File: src/rtl/spi_master.sv
`default_nettype none
// ============================================================================
// Module   : spi_master
// Purpose  : Single-word SPI master. A rising edge on (spi_wr_cmd |
//            spi_rd_cmd) starts one transfer of SPI_WIDTH bits in the
//            configured SPI mode and bit order. Chip select is framed by a
//            half-period setup before the first SCK edge, a half-period hold
//            after the last one, and a half-period minimum CS-high gap.
// Revision : 1.0 - initial release
// ----------------------------------------------------------------------------
// Ports
//   clk        in   system clock, rising edge
//   rst_n      in   asynchronous reset, active HIGH despite the name
//   spi_wr_cmd in   request: transmit mosi_data on MOSI
//   spi_rd_cmd in   request: capture MISO into miso_data
//   mosi_data  in   [SPI_WIDTH-1:0] word to transmit (latched at start)
//   miso_data  out  [SPI_WIDTH-1:0] last word received with rd requested
//   SCK        out  serial clock, idles at CPOL
//   MOSI       out  serial data out, 0 whenever not transmitting
//   CS         out  chip select, active low
//   MISO       in   serial data in
// ============================================================================
module spi_master #(
  parameter int SYS_CLK   = 50_000_000,
  parameter int SPI_FREQ  = 5_000_000,
  parameter int SPI_MODE  = 0,
  parameter int SPI_WIDTH = 8,
  parameter int SPI_MSB   = 1
) (
  input  logic                 clk,
  input  logic                 rst_n,
  input  logic                 spi_wr_cmd,
  input  logic                 spi_rd_cmd,
  input  logic [SPI_WIDTH-1:0] mosi_data,
  output logic [SPI_WIDTH-1:0] miso_data,
  output logic                 SCK,
  output logic                 MOSI,
  output logic                 CS,
  input  logic                 MISO
);

  // Clock cycles per SCK half-period; the parameters must give c_HALF >= 1.
  localparam int c_HALF   = SYS_CLK / (2 * SPI_FREQ);
  localparam int c_CNT_W  = (c_HALF > 1) ? $clog2(c_HALF) : 1;
  localparam int c_EDGE_W = $clog2(2 * SPI_WIDTH + 1);

  localparam logic c_CPOL = ((SPI_MODE / 2) % 2) != 0;
  localparam logic c_CPHA = (SPI_MODE % 2) != 0;
  localparam logic c_MSB  = SPI_MSB != 0;

  localparam logic [c_CNT_W-1:0]  c_HALF_LAST = c_CNT_W'(c_HALF - 1);
  localparam logic [c_EDGE_W-1:0] c_EDGE_LAST = c_EDGE_W'(2 * SPI_WIDTH - 1);

  typedef enum logic [2:0] {
    ST_IDLE  = 3'd0,
    ST_SETUP = 3'd1,
    ST_SHIFT = 3'd2,
    ST_HOLD  = 3'd3,
    ST_GAP   = 3'd4
  } state_t;

  state_t                r_state;
  logic [c_CNT_W-1:0]    r_cnt;       // cycles elapsed in current half-period
  logic [c_EDGE_W-1:0]   r_edge_cnt;  // SCK edges already produced
  logic [SPI_WIDTH-1:0]  r_tx_sr;     // bits still to be shifted out
  logic [SPI_WIDTH-1:0]  r_rx_sr;     // bits received so far
  logic                  r_wr;
  logic                  r_rd;
  logic                  r_cmd_prev;
  // Set once cmd has been seen low since reset. The edge detector's previous
  // value resets to 0, so without this a command held high across reset
  // release would look like a fresh rising edge.
  logic                  r_armed;

  logic                  w_cmd;
  logic                  w_start;
  logic                  w_half_done;
  logic                  w_leading;
  logic                  w_sample;
  logic                  w_last_edge;
  logic                  w_tx_bit;
  logic [SPI_WIDTH-1:0]  w_tx_shifted;
  logic                  w_first_bit;
  logic [SPI_WIDTH-1:0]  w_data_shifted;
  logic [SPI_WIDTH:0]    w_rx_ext_msb;
  logic [SPI_WIDTH:0]    w_rx_ext_lsb;
  logic [SPI_WIDTH-1:0]  w_rx_next;

  assign w_cmd       = spi_wr_cmd | spi_rd_cmd;
  assign w_start     = w_cmd & ~r_cmd_prev & r_armed;
  assign w_half_done = (r_cnt == c_HALF_LAST);

  // The edge about to be produced is number r_edge_cnt+1; odd numbers are
  // leading edges (SCK leaving CPOL).
  assign w_leading   = ~r_edge_cnt[0];
  // CPHA=0 samples on leading edges, CPHA=1 on trailing edges.
  assign w_sample    = w_leading ^ c_CPHA;
  assign w_last_edge = (r_edge_cnt == c_EDGE_LAST);

  // Transmit side: next bit and remaining word, in the configured order.
  assign w_tx_bit       = c_MSB ? r_tx_sr[SPI_WIDTH-1] : r_tx_sr[0];
  assign w_tx_shifted   = c_MSB ? (r_tx_sr << 1) : (r_tx_sr >> 1);
  assign w_first_bit    = c_MSB ? mosi_data[SPI_WIDTH-1] : mosi_data[0];
  assign w_data_shifted = c_MSB ? (mosi_data << 1) : (mosi_data >> 1);

  // Receive side: widen by one bit so the shift also works for SPI_WIDTH=1.
  assign w_rx_ext_msb = {r_rx_sr, MISO};
  assign w_rx_ext_lsb = {MISO, r_rx_sr};
  assign w_rx_next    = c_MSB ? w_rx_ext_msb[SPI_WIDTH-1:0]
                              : w_rx_ext_lsb[SPI_WIDTH:1];

  always_ff @(posedge clk or posedge rst_n) begin
    if (rst_n) begin
      r_state    <= ST_IDLE;
      r_cnt      <= '0;
      r_edge_cnt <= '0;
      r_tx_sr    <= '0;
      r_rx_sr    <= '0;
      r_wr       <= 1'b0;
      r_rd       <= 1'b0;
      r_cmd_prev <= 1'b0;
      r_armed    <= 1'b0;
      SCK        <= c_CPOL;
      MOSI       <= 1'b0;
      CS         <= 1'b1;
      miso_data  <= '0;
    end else begin
      r_cmd_prev <= w_cmd;
      if (!w_cmd) begin
        r_armed <= 1'b1;
      end

      case (r_state)
        ST_IDLE: begin
          r_cnt      <= '0;
          r_edge_cnt <= '0;
          if (w_start) begin
            r_state <= ST_SETUP;
            CS      <= 1'b0;
            r_wr    <= spi_wr_cmd;
            r_rd    <= spi_rd_cmd;
            r_rx_sr <= '0;
            if (c_CPHA) begin
              // First bit is presented by the first leading edge.
              r_tx_sr <= mosi_data;
              MOSI    <= 1'b0;
            end else begin
              // First bit must be valid before the first leading edge.
              r_tx_sr <= w_data_shifted;
              MOSI    <= spi_wr_cmd & w_first_bit;
            end
          end
        end

        ST_SETUP: begin
          if (w_half_done) begin
            r_cnt   <= '0;
            r_state <= ST_SHIFT;
          end else begin
            r_cnt <= r_cnt + 1'b1;
          end
        end

        ST_SHIFT: begin
          if (w_half_done) begin
            r_cnt      <= '0;
            SCK        <= ~SCK;
            r_edge_cnt <= r_edge_cnt + 1'b1;
            if (w_sample) begin
              r_rx_sr <= w_rx_next;
            end else if (!w_last_edge) begin
              // The final trailing edge (CPHA=0) has no further bit to show.
              MOSI    <= r_wr & w_tx_bit;
              r_tx_sr <= w_tx_shifted;
            end
            if (w_last_edge) begin
              r_state <= ST_HOLD;
            end
          end else begin
            r_cnt <= r_cnt + 1'b1;
          end
        end

        ST_HOLD: begin
          if (w_half_done) begin
            r_cnt   <= '0;
            CS      <= 1'b1;
            MOSI    <= 1'b0;
            if (r_rd) begin
              miso_data <= r_rx_sr;
            end
            r_state <= ST_GAP;
          end else begin
            r_cnt <= r_cnt + 1'b1;
          end
        end

        ST_GAP: begin
          if (w_half_done) begin
            r_cnt   <= '0;
            r_state <= ST_IDLE;
          end else begin
            r_cnt <= r_cnt + 1'b1;
          end
        end

        default: begin
          r_state <= ST_IDLE;
          r_cnt   <= '0;
          SCK     <= c_CPOL;
          MOSI    <= 1'b0;
          CS      <= 1'b1;
        end
      endcase
    end
  end

endmodule
`default_nettype wire

File: config.mk
export PLATFORM = sky130hd
export DESIGN_NAME = spi_master
export DESIGN_NICKNAME = d
export VERILOG_FILES = /design/src/rtl/spi_master.sv
export SDC_FILE = /design/constraint.sdc
export NUM_CORES = 1
export LEC_CHECK = 0
export BUFFER_PORTS_ARGS = -buffer_cell sky130_fd_sc_hd__buf_4
export CORE_MARGIN = 8
export CORE_UTILIZATION = 61
export CTS_CLUSTER_DIAMETER = 50
export CTS_CLUSTER_SIZE = 10
export DETAILED_ROUTE_END_ITERATION = 8
export PLACE_DENSITY = 0.83
export SETUP_SLACK_MARGIN = 0.5
export SYNTH_ARGS = -nofsm -noshare
export SYNTH_HDL_FRONTEND = slang
export SYNTH_SLANG_ARGS = --single-unit
File: constraint.sdc
create_clock -name clk -period 5.55 [get_ports clk]
set_clock_uncertainty 0.1 [all_clocks]
set_input_delay 0.8325 -clock clk [delete_from_list [all_inputs] [get_ports clk]]
set_output_delay 0.8325 -clock clk [all_outputs]
set_load 0.03 [all_outputs]
# After elaboration in Yosys (flattened, before gate mapping)
# Index checks and enable logic that the tools add are counted.
# totals
elab_cells	86
regBits	42
input_bits	13
out_inout_bits	11
# classes
eq_ne	15
bitwise_logic	10
addsub	2
n_mux	31
reduce_logical	15
# op_table
operator	count
$mux 8	7
$pmux 8 s2	2
$mux 3	8
$ne 2x2->1 const B	9
$pmux 3 s5	1
$reduce_and 6->1	2
$pmux 5 s2	1
$mux 1	8
$reduce_or 4->1	2
$eq 3x2->1 const B	2
$eq 3x3->1 const B	2
$reduce_and 2->1	3
$reduce_and 3->1	2
$add 5x1->5 const B	1
$eq 5x4->1 const B	1
$mux 5	1
$not 1->1	5
$reduce_and 5->1	1
$and 1x1->1	4
$pmux 1 s4	1
$reduce_and 4->1	1
$add 3x1->3 const B	1
$eq 3x1->1 const B	1
$logic_not 3->1	1
other kinds (6)	6

# Depth between registers and ports, before layout
# depth
ltp_word	5
depth_mapped	7
mapped_depth_nobuf	7

# Worst setup path after synthesis
# Ideal clock, no wire load.
# synth_path
kind	input to register
startpoint	in spi_wr_cmd
endpoint	reg r_tx_sr[2]
required_time_ns	5.325
slack_ns	3.457
t_arrival_ns	1.868
setup_ns	0.125
path_stages	4
n_path_buf	0
path_cell_list	nor2_1 nor4b_2 o21ai_2 mux2_2
# synth_via
elab_chain_cells	5
# synth_rtl
element	line	text
start: declaration	32	input logic spi_wr_cmd,
$or 1x1->1	89	assign w_cmd = spi_wr_cmd | spi_rd_cmd;
$and 1x1->1 (2 in series)	90	assign w_start = w_cmd & ~r_cmd_prev & r_armed;
$ne 2x2->1 (no line)	-	
$reduce_and 5->1 (no line)	-	
end signal: assignment	145	r_tx_sr <= mosi_data;
end signal: assignment	149	r_tx_sr <= w_data_shifted;
end signal: assignment	174	r_tx_sr <= w_tx_shifted;
end: declaration	65	logic [SPI_WIDTH-1:0] r_tx_sr;
# No other way between the ends.
# A chain may end at the register's enable or synchronous reset.

# Final worst setup path
# layout_path
startpoint	reg r_state[1]
endpoint	reg r_rx_sr[0]
# layout_via
elab_chain_cells	3
elab_cells_between_ends	8
cone_classes	eq/ne (4); mux (1); reduce/logical (3)
# layout_rtl
element	line	text
start: declaration	62	state_t r_state;
start signal: assignment	114	r_state <= ST_IDLE;
start signal: assignment	138	r_state <= ST_SETUP;
start signal: assignment	158	r_state <= ST_SHIFT;
$eq 3x2->1 / $logic_not 3->1 (equally long branches)	133	case (r_state)
$ne 2x2->1 (no line) / $reduce_bool 2->1 (equally long branches)	-	
$reduce_and 4->1 (no line)	-	
end signal: assignment	170	r_rx_sr <= w_rx_next;
end: declaration	66	logic [SPI_WIDTH-1:0] r_rx_sr;
# Parallel ways exist; a longest one is shown, timed or not.

==> flow_summary_export.csv <==
group,metric,value,unit
synth,ys.flop_type,"dfrtp_1",
clock_tree,cts_tree,"yes",
setup_path,worstSetupPathType,"register to register",
sta,hold_ws,0.3953,ns
synth,synth_edf_count,0,
power_and_ir_drop,p_switching,394.7,uW
floorplan,die-width,72.51,um
power_and_ir_drop,sw_frac_of_total,0.3678,
setup_path,crit_chain,"nand3_2, nor2_2, o21ai_1, a21bo_2",
clock_tree,cts_resized,0,
floorplan,dieArea,0.005258,sq mm
setup_path,crit_path_end_kind,"register",
synth,ys_types,41,
cells_and_area,diodes,0,
cells_and_area,final_cell_mix,"40 x dfrtp_1, 24 x buf_4, 22 x mux2_2, 11 x nand2_1",
synth,syn_area,0.001948,sq mm
setup_path,reg2reg_depth,4,
power_and_ir_drop,ir_worst_vdd,0.0003142,V
worst_hold_path,hold_path.class,"register to register",
synth,synth_cells,165,
sta,timing.final.crit_share,0.4131,
cells_and_area,post-route-util,0.7361,
setup_path,cp.required,5.70,ns
global_routing,grt_pass1_vias,1489,
sta,slew_headroom,0.4955,
routing,wl_per_cell,16.74,um
sta,finalSetupViolCount,0,
setup_path,slowest_stage,"dfrtp_1",
worst_hold_path,hold_start,"r_cnt[0]",
clock_tree,insertion_delay,0.35,ns
floorplan,io_pins,24,
power_and_ir_drop,p_leak,0.001067,uW
setup_path,r2r_slack,3.26,ns
synth,seq_area_frac_synth,0.5273,
global_routing,gr-usage-met3,0.05785,
sta,fmax,436.2,MHz
worst_hold_path,worstHoldPathCells,1,
global_routing,grt-ovfl-total,0,
routing,vias,1379,
global_routing,grt_max_degree,42,
power_and_ir_drop,power.internal,678.4,uW
placement,place_area,0.002158,sq mm
placement,dp_hpwl,2804,um
routing,wl,3951,um
setup_path,r2r_start,"r_state[1]",
cells_and_area,syn2layout_area_growth,15.35,%
synth,synth-seq-cells,41,
setup_path,r2r_end,"r_rx_sr[0]",
power_and_ir_drop,seqPwrFrac,0.468,
routing,ant_nets,0,
routing,avgViaCountPerCell,5.843,
job,drv_cap,0,
synth,async_flop_share,1.000,
clock_tree,path_clk_slew,0.13,ns
placement,place_congestion,0.7662,
cells_and_area,final_area,0.002247,sq mm
clock_tree,hold_buffers,0,
clock_tree,cts.sinks,41,
sta,tightest_slew,0.7567,ns
global_routing,gr-max-usage-layer,"met2",
sta,period_needed,2.293,ns
global_routing,grtUsageTotal,0.1663,
global_routing,grt_first_pass_wirelength,6796,um
setup_path,cp-startpoint,"r_state[1]",
placement,port_buffers,23,
clock_tree,cts_setup_buffers,0,
global_routing,grtUsageMet1,0.1894,
cells_and_area,layout.cells.most_common,"dfrtp_1",
floorplan,initial_core_util,0.6381,
clock_tree,cts_buffers,5,
synth,syn_nets,182,
global_routing,grt_antenna_before_repair,0,
clock_tree,cts_buffer_depth,2,
global_routing,grt.met2_usage,0.2818,
floorplan,dieHeight,72.51,um
setup_path,crit_arrival,2.44,ns
clock_tree,root_buffer,"clkbuf_4",
clock_tree,htreeDepth,2,
synth,ys.warnings.count,0,
worst_hold_path,min_to,"r_cnt[0]",
sta,finalHoldViolCount,0,
run_status,status,"finished clean",
routing,drc,0,
floorplan,rows,20,
synth,syn_area_per_cell,11.81,sq um
setup_path,critPathMaxStageDelay,0.85,ns
setup_path,path_max_fanout,21,
cells_and_area,nNetsFinal,208,
sta,maxSlewViolCount,0,
routing,firstDrtPassIters,4,
routing,drtIter0Drc,87,
sta,fin_tns_setup,0,ns
cells_and_area,drive_gt1_frac,0.4010,
power_and_ir_drop,powerDensity,477.5,mW/mm^2
sta,rsz0062_at_grt,"no",
floorplan,core,0.003053,sq mm
setup_path,worst_setup_path_start_kind,"register",
power_and_ir_drop,combinationalPowerShare,0.340,
power_and_ir_drop,p_clk_frac,0.192,
-- cells by family after synthesis --
logic type,count (synthesis),synth area share
AOI/OAI and AO/OA,33,0.1227
xor gates and xnor gates,1,0.004497
adders and majority gates,4,0.02569
buffers and inverters,12,0.02634
DFF,41,0.5273
muxes,23,0.1329
and+or+nand+nor,51,0.1606
-- synthesized netlist by cell type, types with 2 or more instances --
cell type   n  area [sq um]
buf_2       2         10.01
nor2_1      8         30.03
inv_1       7         26.28
nand4_1     9         56.30
a21oi_1     5         25.02
dfrtp_1    40          1001
or2_2       2         12.51
a21bo_2     9         90.09
nand2b_1    2         12.51
o21ai_0     8         40.04
nand2_2     2         12.51
o22ai_1     2         12.51
and3_1      3         18.77
nand2_1    11         41.29
mux2_2     22         247.7
a22o_1      2         17.52
nor3_1      3         15.01
clkbuf_1    2         7.510
ha_1        4         50.05
-- metrics by stage --
stage                     instances  power, uW  worst slack [ns]
final                           236       1073             3.257
after global routing            236       1138             3.107
after CTS                       236       1080             3.315
after detailed placement        228      872.5             3.173
after global placement          228      849.2             3.223
after floorplan                 165      760.9             3.457
-- routing by layer --
| metal | vias up | part of all wire |
|---|---|---|
| li1 | 644 | - |
| met1 | 696 | 0.43 |
| met2 | 34 | 0.52 |
| met3 | 5 | 0.042 |
| met4 | 0 | 0.011 |
| met5 | - | 0 |
-- worst max-delay path, delay by kind of cell, from the launching register on --
| family | cells | cell delay (ns) |
|---|---|---|
| flops | 1 | 0.85 |
| compound gates | 2 | 0.57 |
| simple gates | 2 | 0.66 |
-- worst max-delay path by stage --
stage                 endpoint  slack (ns)  cells past startpoint
floorplan           r_tx_sr[2]        3.46                      4
global placement    r_tx_sr[4]        3.22                      5
detailed placement  r_tx_sr[6]        3.17                      5
CTS                 r_rx_sr[0]        3.31                      4
global route        r_rx_sr[0]        3.11                      4
finish              r_rx_sr[0]        3.26                      4
-- sequential cells by signal, summed over array words and instances, names as in the netlist --
signal and count:
SCK 1, MOSI 1, r_rx_sr 8, r_state 3
r_wr 1, r_edge_cnt 5, miso_data 8, r_cnt 3
CS 1, r_rd 1, r_cmd_prev 1, r_tx_sr 7
r_armed 1
-- area by class of cell --
| class | instances | area, sq um |
|---|---|---|
| sequential | 41 | 1027 |
| multi-input combinational | 112 | 869.6 |
| tap | 44 | 55.05 |
| fill | 232 | 805.8 |
| timing repair buffer | 24 | 180.2 |
| inverter | 7 | 26.28 |
| clock inverter | 2 | 37.54 |
| clock buffer | 6 | 51.30 |
-- power by group through the flow --
stage	sequential, uW	clock (uW)	combinational (uW)
floorplan	509	0	252
detailed placement	506	0	367
finish	502	206	365
global route	516	220	402
global placement	498	0	351
CTS	500	212	369
Power figures use the tool's default switching activity.
